`src/rtl/updown_pkg.sv`:
```
// Shared types and segment patterns for the up/down counter stream detector.
package updown_pkg;

    typedef enum logic [2:0] {
        EMPTY,
        ACQ_UP,
        ACQ_DOWN,
        LOCK_UP,
        LOCK_DOWN
    } state_t;

    typedef enum logic [1:0] {
        UP,
        DOWN,
        HOLD,
        JUMP
    } step_t;

    // Segment patterns ordered {a,b,c,d,e,f,g}, active high
    localparam logic [6:0] SEG_U    = 7'b0111110;
    localparam logic [6:0] SEG_D    = 7'b0111101;
    localparam logic [6:0] SEG_DASH = 7'b0000001;
    localparam logic [6:0] SEG_E    = 7'b1001111;

endpackage

```
`src/rtl/updown_detector_seg_letter_enc.sv`:
```
// Combinational letter selection for the 7-segment display; "E" overrides the mode letter.
module seg_letter_enc
    import updown_pkg::*;
(
    input  logic   [0:0] err,
    input  state_t       state,
    output logic   [6:0] seg
);

    always_comb begin
        seg = SEG_DASH;
        if (err[0]) begin
            seg = SEG_E;
        end else begin
            case (state)
                LOCK_UP:   seg = SEG_U;
                LOCK_DOWN: seg = SEG_D;
                default:   seg = SEG_DASH;
            endcase
        end
    end

endmodule

```
`src/rtl/updown_detector.sv`:
```
// Infers counting direction of an observed up/down counter stream and flags jumps.
// Optional: define UPDOWN_DET_STICKY_ERR_EN to hold err (and "E") until reset.
module updown_detector
    import updown_pkg::*;
#(
    parameter int WIDTH  = 4,
    parameter int LOCK_N = 3
) (
    input  logic             clk,
    input  logic             rst,
    input  logic [WIDTH-1:0] cnt_in,
    input  logic             cnt_valid,
    output logic             dir_up,
    output logic             dir_down,
    output logic             locked,
    output logic             err,
    output logic [3:0]       step_cnt,
    output logic             sega,
    output logic             segb,
    output logic             segc,
    output logic             segd,
    output logic             sege,
    output logic             segf,
    output logic             segg
);

    localparam logic [3:0] LOCK_CNT = 4'(LOCK_N);

    state_t           state_q, state_d;
    logic [WIDTH-1:0] prev_q, prev_d;
    logic [3:0]       step_q, step_d;
    logic             err_q, err_d;
    logic             dir_up_q, dir_down_q;
    logic [6:0]       seg_q, seg_d;
    step_t            cls;

    function automatic step_t classify(input logic [WIDTH-1:0] d);
        if (d == '0)
            return HOLD;
        else if (d == WIDTH'(1))
            return UP;
        else if (d == '1)
            return DOWN;
        else
            return JUMP;
    endfunction

    function automatic logic [3:0] sat_inc(input logic [3:0] c);
        return (c == 4'hF) ? c : c + 4'd1;
    endfunction

    assign cls = classify(cnt_in - prev_q);

    always_comb begin
        state_d = state_q;
        prev_d  = prev_q;
        step_d  = step_q;
`ifdef UPDOWN_DET_STICKY_ERR_EN
        err_d   = err_q;
`else
        err_d   = 1'b0;
`endif
        if (cnt_valid) begin
            prev_d = cnt_in;
            if (state_q == EMPTY) begin
                // First sample only establishes a reference; direction still unknown
                state_d = ACQ_UP;
                step_d  = 4'd0;
            end else begin
                case (cls)
                    UP: begin
                        if (state_q == ACQ_UP || state_q == LOCK_UP)
                            step_d = sat_inc(step_q);
                        else
                            step_d = 4'd1;
                        state_d = (step_d >= LOCK_CNT) ? LOCK_UP : ACQ_UP;
                    end
                    DOWN: begin
                        if (state_q == ACQ_DOWN || state_q == LOCK_DOWN)
                            step_d = sat_inc(step_q);
                        else
                            step_d = 4'd1;
                        state_d = (step_d >= LOCK_CNT) ? LOCK_DOWN : ACQ_DOWN;
                    end
                    JUMP: begin
                        state_d = ACQ_UP;
                        step_d  = 4'd0;
                        err_d   = 1'b1;
                    end
                    default: ;
                endcase
            end
        end
    end

    seg_letter_enc u_seg_enc (
        .err   (err_d),
        .state (state_d),
        .seg   (seg_d)
    );

    always_ff @(posedge clk or negedge rst) begin
        if (!rst) begin
            state_q    <= EMPTY;
            prev_q     <= '0;
            step_q     <= 4'd0;
            err_q      <= 1'b0;
            dir_up_q   <= 1'b0;
            dir_down_q <= 1'b0;
            seg_q      <= SEG_DASH;
        end else begin
            state_q    <= state_d;
            prev_q     <= prev_d;
            step_q     <= step_d;
            err_q      <= err_d;
            dir_up_q   <= (state_d == LOCK_UP);
            dir_down_q <= (state_d == LOCK_DOWN);
            seg_q      <= seg_d;
        end
    end

    assign dir_up   = dir_up_q;
    assign dir_down = dir_down_q;
    assign locked   = dir_up_q | dir_down_q;
    assign err      = err_q;
    assign step_cnt = step_q;
    assign {sega, segb, segc, segd, sege, segf, segg} = seg_q;

endmodule

```
`config.mk`:
```
export PLATFORM = sky130hd
export DESIGN_NAME = updown_detector
export DESIGN_NICKNAME = d
export VERILOG_FILES = /design/src/rtl/updown_pkg.sv /design/src/rtl/updown_detector_seg_letter_enc.sv /design/src/rtl/updown_detector.sv
export SDC_FILE = /design/constraint.sdc
export NUM_CORES = 1
export LEC_CHECK = 0
export ABC_AREA = 1
export BUFFER_PORTS_ARGS = -buffer_cell sky130_fd_sc_hd__buf_2
export CAP_MARGIN = 15
export CELL_PAD_IN_SITES_DETAIL_PLACEMENT = 1
export CELL_PAD_IN_SITES_GLOBAL_PLACEMENT = 1
export CORE_MARGIN = 2
export CORE_UTILIZATION = 44
export CTS_BUF_LIST = sky130_fd_sc_hd__clkbuf_8
export CTS_CLUSTER_DIAMETER = 100
export DETAILED_ROUTE_END_ITERATION = 7
export PLACE_DENSITY_LB_ADDON = 0.1
export SYNTH_ARGS = -nofsm -noshare
export SYNTH_HDL_FRONTEND = slang
export SYNTH_SLANG_ARGS = --single-unit
```
`constraint.sdc`:
```
create_clock -name clk -period 4.05 [get_ports clk]
set_input_delay 0.81 -clock clk [delete_from_list [all_inputs] [get_ports clk]]
set_output_delay 0.81 -clock clk [all_outputs]
set_load 0.005 [all_outputs]
```
### Word level (Yosys, flattened, before mapping)

Cells that the tools add are included.

* bits of input ports: 7
* output and inout port bits: 15
* flip-flop bits (word level): 21
* logic and storage cells: 54

* equality and inequality tests: 11
* order comparisons: 2
* add/subtract/negate cells: 2
* multiplexer cells: 24
* bitwise operators: 1
* reductions and logical operators: 7

Operators with widths (count)
* 4-bit two-way mux: 10
* 4-bit one-hot mux with 3 select lines: 1
* 6-bit one-hot mux with 2 select lines: 1
* 3-bit by 2-bit == test with 1-bit output, second input constant: 3
* 3-bit two-way mux: 3
* 3-bit one-hot mux with 3 select lines: 1
* 4-bit == test, second input constant: 2
* 4-bit by 2-bit greater-or-equal comparator with 1-bit output, second input constant: 2
* 2-bit two-way mux: 4
* 7-bit two-way mux: 1
* 3-bit == test, second input constant: 2
* 4-bit by 1-bit adder with 4-bit output, second input constant: 1
* 4-bit by 1-bit == test with 1-bit output, second input constant: 1
* 4-bit logical NOT: 1
* 4-bit nonzero test: 1
* 4-bit subtractor: 1
* 3-bit by 1-bit == test with 1-bit output, second input constant: 1
* 3-bit logical NOT: 1
* 1-bit two-way mux: 3
* 2-bit by 1-bit == test with 1-bit output, second input constant: 1
* 2-bit == test, second input constant: 1
* 2-bit logical NOT: 1
* 1-bit logical OR: 2
* 2-bit AND reduction: 1
* 1-bit bitwise OR: 1

### Logic depth before layout (Yosys ltp)

Gate-level depths: netlist of run 1.

* word-level depth: 17
* gate-level depth with buffers: 16
* depth with buffers taken out: 16

### Hierarchy

From an unflattened synthesis of run 1, not the netlist that was laid out.

* cell total of the unflattened synthesis: 168
* area, all modules: 1302.5 um^2

By module, submodules not included
* updown_detector: area each 1231.2 um^2, seq. area each 526.8 um^2, times used 1, cells an instance 156
* seg_letter_enc: area each 71.3 um^2, seq. area each 0.0 um^2, times used 1, cells an instance 12

### Worst setup path before layout of run 1

Ideal clock, no wire load.

* path kind: in2reg
* start point: in cnt_in[0]
* end point: reg seg_q[3]
* setup time: 124 ps
* stages on the path: 13
* path buffers: 0
* setup slack: 1580 ps
* required time: 3926 ps
* data arrival time: 2346 ps
* cells stage by stage: inv_1 ha_1 inv_1 fa_1 xor2_1 nor2_2 nand3_1 a21oi_1 inv_1 nand2_2 inv_2 nand3_1 nand3_2

* cells in the longest elaborated chain, start to end: 12
* elaborated cells on any way between the ends: 20
* classes of those cells: add/sub (1); eq/ne (6); mux (11); reduce/logical (2)

RTL lines
* start: declaration: line updown_detector.sv:11 `input logic [WIDTH-1:0] cnt_in,`
* 4-bit subtractor (*): line updown_detector.sv:52 `assign cls = classify(cnt_in - prev_q);`
* 4-bit == test: line updown_detector.sv:42 `else if (d == '1)`
* 2-bit two-way mux: line updown_detector.sv:42
* 2-bit two-way mux: line updown_detector.sv:40 `else if (d == WIDTH'(1))`
* 2-bit two-way mux (*): line updown_detector.sv:38 `if (d == '0)`
* 2-bit == test, or another cell as far along: line updown_detector.sv:70 `case (cls)`
* 3-bit one-hot mux with 3 select lines (*): line updown_detector.sv:70
* 3-bit two-way mux (*): line updown_detector.sv:65 `if (state_q == EMPTY) begin`
* 3-bit two-way mux (*): line updown_detector.sv:63 `if (cnt_valid) begin`
* named net state_d[0]: line updown_detector.sv:29 `state_t state_q, state_d;`
* 3-bit == test or 3-bit by 2-bit == test with 1-bit output (tied branches): line updown_detector_seg_letter_enc.sv:15 `case (state)`
* 6-bit one-hot mux with 2 select lines (*): line updown_detector_seg_letter_enc.sv:15
* 7-bit two-way mux (*): line updown_detector_seg_letter_enc.sv:12 `if (err[0]) begin`
* end signal: assignment: line updown_detector.sv:118 `seg_q <= seg_d;`
* end: declaration: line updown_detector.sv:34 `logic [6:0] seg_q, seg_d;`

The timed path passes the listed nets; every way through them passes the cells marked *.
A chain may end at the register's enable or synchronous reset.

### Worst setup path after layout of run 1

Same ends and word-level chain as after synthesis.

==> results.yml, run 1 <==
outcome:
  status: "finished, final reports clean"
grt:
  antenna_found_initial: 0
  grt_pass1_vias: 1201
  grt_util_all_layers: 0.208
  overflow: 0
  grt_pass1_wl_um: 5300
  grt_max_degree: 19
timing:
  slew_headroom: 0.710
  worst_slack_ns: 1.56
  fin_crit_ns: 2.49
  hold_slack_ns: 0.481
  setup_viol: 0
  finalSetupTns_ns: 0
  fmax_mhz: 402
  finalCritPeriodShare: 0.614
  hold_viol_final: 0
  final.setup_skew_ns: 0.00601
  rsz0062_at_grt: "no"
  worstMarginPinSlew_ns: 0.436
  slew_violations: 0
worst_setup_path:
  worstReg2RegStart: "prev_q[0]"
  crit_type: "in -> reg"
  critPathLaunchType: "primary input"
  required_ns: 4.19
  cp_max_fo: 6
  startpoint: "cnt_in[0]"
  cp-end-kind: "flop"
  arrival_ns: 2.63
placed_design:
  place.gp.congestion: 0.880
  place_ws_ns: 1.25
  numPlacedInstances: 216
  port_buffers: 21
  dp_hpwl_um: 2280
synth:
  synth_most_common_cell: "nand2_1"
  yosys_most_used_dff: "dfrtp_1"
  yosys.area.top_type: "dfrtp_1"
  syn_area_per_cell_um2: 7.34
  synthDistinctLibCells: 28
  ys_ff_latch: 18
  async_flop_share: 1.00
  ys_top_cells_by_count: "nand2_1, inv_1, dfrtp_1, nand3_1, nor2_1"
  synth_top_area_share: 0.343
  synth.area.top_cells: "dfrtp_1, nand2_1, inv_1"
  syn_area_um2: 1240
  seq_area_frac_synth: 0.364
  synth_edf_count: 0
  ys_warn_count: 0
  synth_cells: 169
  synth_nets: 181
die:
  core_area_um2: 2710
  die_w_um: 57.1
  dieArea_um2: 3260
  io-pin-count: 22
  die_y_um: 57.1
  rows: 19
  start_util: 0.458
run:
  maxCapViolCount: 0
cts:
  post_cts_buffers: 0
  cts_root_buffer: "clkbuf_8"
  cts_tree: "built"
  cts.path.max_buffers: 2
  numCtsBuffers: 3
  cts.repair.resized: 0
  hold_buffers: 0
  htreeDepth: 1
  clk_latency_ns: 0.26
  path_clk_slew_ns: 0.07
  clock_sinks: 18
power_and_ir_drop:
  comb_power_share: 0.324
  p_int_mw: 0.351
  ir_drop_mv: 0.264
  p_sw_mw: 0.190
  powerDensity_nw_per_um2: 384
  leakage_nw: 0.789
  pwr-share-clk: 0.276
  swShare: 0.351
  seqPwrFrac: 0.400
layout:
  multiInputGateArea_um2: 637
  fillers: 357
  drive_gt1_frac: 0.265
  nets: 202
  syn_to_final_growth_pct: 13.5
  num_antenna_cells: 0
  fin_cells: 220
  post-route-util: 0.519
  ff_latch_area_um2: 452
drt:
  route.top_layer_used: "met4"
  drtIter0Drc: 34
  ant_nets: 0
  wl_met3_um: 98
  routed_wl_um: 2900
  drt-met1-wl_um: 1330
  drc: 0
  dr_wl_met2_um: 1440
  wire_per_inst_um: 13.2
  via_per_inst: 5.20
  drt-pass1-iter-count: 4
  vias: 1143
worst_hold_path:
  hold_path.class: "in -> async"
-- critical path, stage by stage --
cell and delay (ns):
buf_2 0.09, inv_1 0.07, ha_1 0.14, inv_1 0.06
fa_1 0.37, xor2_1 0.17, nor2_2 0.26, nand3_1 0.13
a21oi_1 0.13, inv_1 0.06, nand2_2 0.12, inv_2 0.04
nand3_1 0.11, nand3_2 0.06
-- power by group through the flow --
stage	clock network, mW	registers (mW)	logic, mW
floorplan	0	0.220	0.126
global placement	0	0.219	0.171
detailed placement	0	0.220	0.176
CTS	0.154	0.217	0.177
global route	0.163	0.219	0.200
finish	0.149	0.216	0.175
-- registers in the layout, indices dropped and copies added, names as in the netlist --
name      count
prev_q        4
dir_down      1
step_cnt      4
state_q       3
dir_up        1
err           1
seg_q         4
-- area by class of cell --
cell class / instances / share of cell area
sequential: 18 / 0.321
multi-input combinational: 114 / 0.452
clock buffer: 4 / 0.0391
tap: 31 / 0.0276
inverter: 32 / 0.0853
timing repair buffer: 21 / 0.0747
-- metal layers --
metal,global-route usage,vias up
met2,0.366,19
met4,0.0598,0
met1,0.256,545
met5,0,-
met3,0.0431,5
li1,-,574
-- metrics by stage --
stage | power, mW | area, µm²
floorplan | 0.346 | 1240
global placement | 0.390 | 1350
detailed placement | 0.397 | 1350
CTS | 0.548 | 1410
global route | 0.583 | 1410
finish | 0.541 | 1410
-- path summary, 6_finish.rpt --
check | to | cells after the start | slack [ns]
setup reg to reg | seg_q[3] | 11 | 1.89
hold / removal | step_cnt[3] | 1 | 0.48
min in group clk | prev_q[2] | 2 | 0.53
max in group asynchronous | seg_q[0] | 1 | 3.23
setup / recovery | seg_q[3] | 14 | 1.56
hold reg to reg | prev_q[2] | 2 | 0.53
-- cell families (layout without fill, tap and decap cells) --
family / after synthesis / in the layout / synth area share
simple gates: 86 / 86 / 0.349
buf+inv: 37 / 57 / 0.122
compound gates: 22 / 22 / 0.101
flops: 18 / 18 / 0.364
fa+ha+maj: 5 / 5 / 0.0565
xor+xnor: 1 / 1 / 0.00706
-- cells in the final DEF, fill, tap and decap left out --
cell	Yosys	layout
dfrtp_1	17	17
ha_1	4	4
or2_2	1	1
inv_1	26	26
a21oi_2	2	2
o21ai_0	9	9
inv_2	3	3
xor2_1	1	1
o21ai_1	1	1
nand4_1	6	6
nand2_1	35	35
o31ai_1	1	1
clkinv_1	3	3
buf_2	1	21
nand3_1	15	15
nand2_2	8	8
nor2_2	2	2
dfstp_2	1	1
o22ai_1	1	1
nand2_4	2	2
nor3_1	2	2
fa_1	1	1
nor2_1	10	10
a21oi_1	7	7
nand3_2	5	5
o21ai_2	1	1
clkbuf_8	0	4
Note: power is estimated with default switching activity, not from simulation.
==> inputs of run 2 (changes only) <==
ABC_AREA = 0   (was 1)
CORE_UTILIZATION = 38   (was 44)
clock period = 2.15 ns   (was 4.05 ns; I/O delays follow)
==> run 2 against run 1 <==
Effect of this change:
- the flow now finishes with violations (setup timing)
- design area increased by 9.2%
- synthesized cell count is 34% lower
- critical path depth decreased by 5
- non-clock buffer count up 18
- sequential share of layout area down 2.7 points
- first-iteration DRC count is 68% lower
- clock skew grew 0.0029 ns
- global-route usage is 2.4 points lower
- die area rose by 1.2%
- core utilization rose by 4.3 points
- combinational power grew to 2.7 times the previous value
- setup slack got worse by 1.9 ns
==> results.yml, run 2 <==
outcome:
  status: "finished, violations left"
  failed_checks: "setup timing"
synth:
  synth_nets: 124
  seq_area_frac_synth: 0.416
  yosys.area.top_type: "dfrtp_1"
  yosys_most_used_dff: "dfrtp_1"
  syn_area_um2: 1080
  syn_area_per_cell_um2: 9.69
  synth.area.top_cells: "dfrtp_1, ha_1, inv_1"
  ys_ff_latch: 18
  ys_top_cells_by_count: "dfrtp_1, inv_1, nand2_1, o21ai_0"
  synthDistinctLibCells: 42
  async_flop_share: 1.00
  synth_cells: 112
  synth_most_common_cell: "dfrtp_1"
  synth_top_area_share: 0.392
  ys_warn_count: 0
  synth_edf_count: 0
timing:
  finalSetupTns_ns: -2.44
  fin_crit_ns: 2.47
  worstMarginPinSlew_ns: 0.415
  fmax_mhz: 405
  final.setup_skew_ns: 0.00891
  hold_viol_final: 0
  setup_viol: 12
  rsz0062_at_grt: "yes"
  slew_headroom: 0.723
  slew_violations: 0
  worst_slack_ns: -0.318
  finalCritPeriodShare: 1.15
worst_setup_path:
  critPathSlowestCell: "fa_2"
  required_ns: 2.35
  critPathLaunchType: "flop"
  cp_slowest_stage_delay_ns: 0.54
  cp_max_fo: 4
  cp-end-kind: "flop"
  arrival_ns: 2.66
  crit_type: "reg -> reg"
  path_cells: "ha_4 -> inv_2 -> fa_2 -> nor2b_4 -> nand4_1 -> buf_4 -> o22a_1 -> or3_4 -> nand2_2"
die:
  start_util: 0.397
  die_y_um: 57.4
  core_area_um2: 2730
  rows: 19
  io-pin-count: 22
  dieArea_um2: 3300
  die_w_um: 57.4
placed_design:
  dp_hpwl_um: 2080
  port_buffers: 21
  place.gp.congestion: 0.818
layout:
  final_cell_mix: "buf_2, dfrtp_1, buf_4"
  syn_to_final_growth_pct: 41.8
  drive_gt1_frac: 0.513
  num_antenna_cells: 0
  nets: 163
  final_common_cell: "buf_2"
drt:
  drt-pass1-iter-count: 4
  ant_nets: 0
  via_per_inst: 5.29
  drtIter0Drc: 11
  routed_wl_um: 2950
  wire_per_inst_um: 16.3
  vias: 957
  drc: 0
cts:
  clk_latency_ns: 0.25
  path_clk_slew_ns: 0.08
  cts_tree: "built"
  htreeDepth: 1
  cts.path.max_buffers: 2
  numCtsBuffers: 3
  cts_root_buffer: "clkbuf_8"
  clock_sinks: 18
power_and_ir_drop:
  powerDensity_nw_per_um2: 762
  power_mw: 1.17
  ir_drop_mv: 0.570
  leakage_nw: 0.729
grt:
  overflow: 0
  grt_pass1_wl_um: 4730
  grt_util_all_layers: 0.184
  antenna_found_initial: 0
  grt_pass1_vias: 973
  grt_max_degree: 19
run:
  maxCapViolCount: 0
worst_hold_path:
  hold_path.class: "in -> async"
## run 2: changes by cell type after synthesis, moves of 3 or more
cell      before  now
nand2_1       35   11
inv_1         26   12
nand3_1       15    4
nand2_2        8    0
nand4_1        6    1
nor2_1        10    5
nand3_2        5    1
a31oi_1        0    3
clkinv_1       3    0
nand2b_1       0    3
o21ai_0        9    6
## run 2: metal layers
metal  track usage  up-vias  wire length [µm]
li1              -      462                 -
met4        0.0299        0                 8
met1         0.246      467              1260
met3        0.0204        2               133
met5             0        -                 0
met2         0.325       26              1540
## run 2: worst paths after layout
| path | from | to | slack, ns | cells past startpoint |
|---|---|---|---|---|
| setup / recovery | prev_q[0] | seg_q[5] | -0.32 | 9 |
| hold / removal | rst | prev_q[1] | 0.1 | 1 |
| setup reg to reg | prev_q[0] | seg_q[5] | -0.32 | 9 |
| hold reg to reg | prev_q[3] | prev_q[3] | 0.54 | 1 |
| max in group asynchronous | rst | seg_q[0] | 1.72 | 1 |
| min in group clk | cnt_in[3] | prev_q[3] | 0.43 | 2 |
## run 2: cell families after synthesis
kind of cell / count (synthesis) / share of synthesized area
buffers and inverters: 18 / 0.0727
DFF: 18 / 0.416
adders and majority gates: 6 / 0.0738
and+or+nand+nor: 35 / 0.171
xor gates and xnor gates: 3 / 0.0242
AOI/OAI and AO/OA: 30 / 0.221
muxes: 2 / 0.0208
## run 2: cell type report
type / instances / area (µm²)
fill: 318 / 1200
timing repair buffer: 39 / 251
clock buffer: 4 / 55.1
inverter: 13 / 61.3
multi-input combinational: 76 / 679
sequential: 18 / 452
tap: 31 / 38.8
## run 2: metrics by stage
| step | worst slack (ns) | area, µm² | hold slack, ns | utilization | std cells |
|---|---|---|---|---|---|
| finish | -0.318 | 1540 | 0.0976 | 0.562 | 181 |
| detailed placement | -0.512 | 1360 | 0.390 | 0.497 | 171 |
| CTS | -0.259 | 1480 | 0.112 | 0.542 | 179 |
| floorplan | -0.219 | 1160 | 0.134 | - | 112 |
| global placement | -0.420 | 1360 | 0.382 | 0.497 | 171 |
| global route | -0.399 | 1540 | 0.126 | 0.562 | 181 |
## run 2: timing repair
item                       CTS  global route
setup endpoints to repair   12            14
pin swaps                   10             8
gates resized for setup     11            11
buffers inserted             4             2
hold buffers                 0             0
cloned                       0             0
## run 2: critical path, delay by kind of cell, from the launching register on
kind	cells	cell delay, ns
compound gates	1	0.25
simple gates	4	0.83
buf+inv	2	0.26
fa+ha+maj	2	0.69
flops	1	0.39
## run 2: report_power, final
part | switching [mW] | internal, mW
registers | 0.0332 | 0.390
clock network | 0.115 | 0.162
logic | 0.241 | 0.229
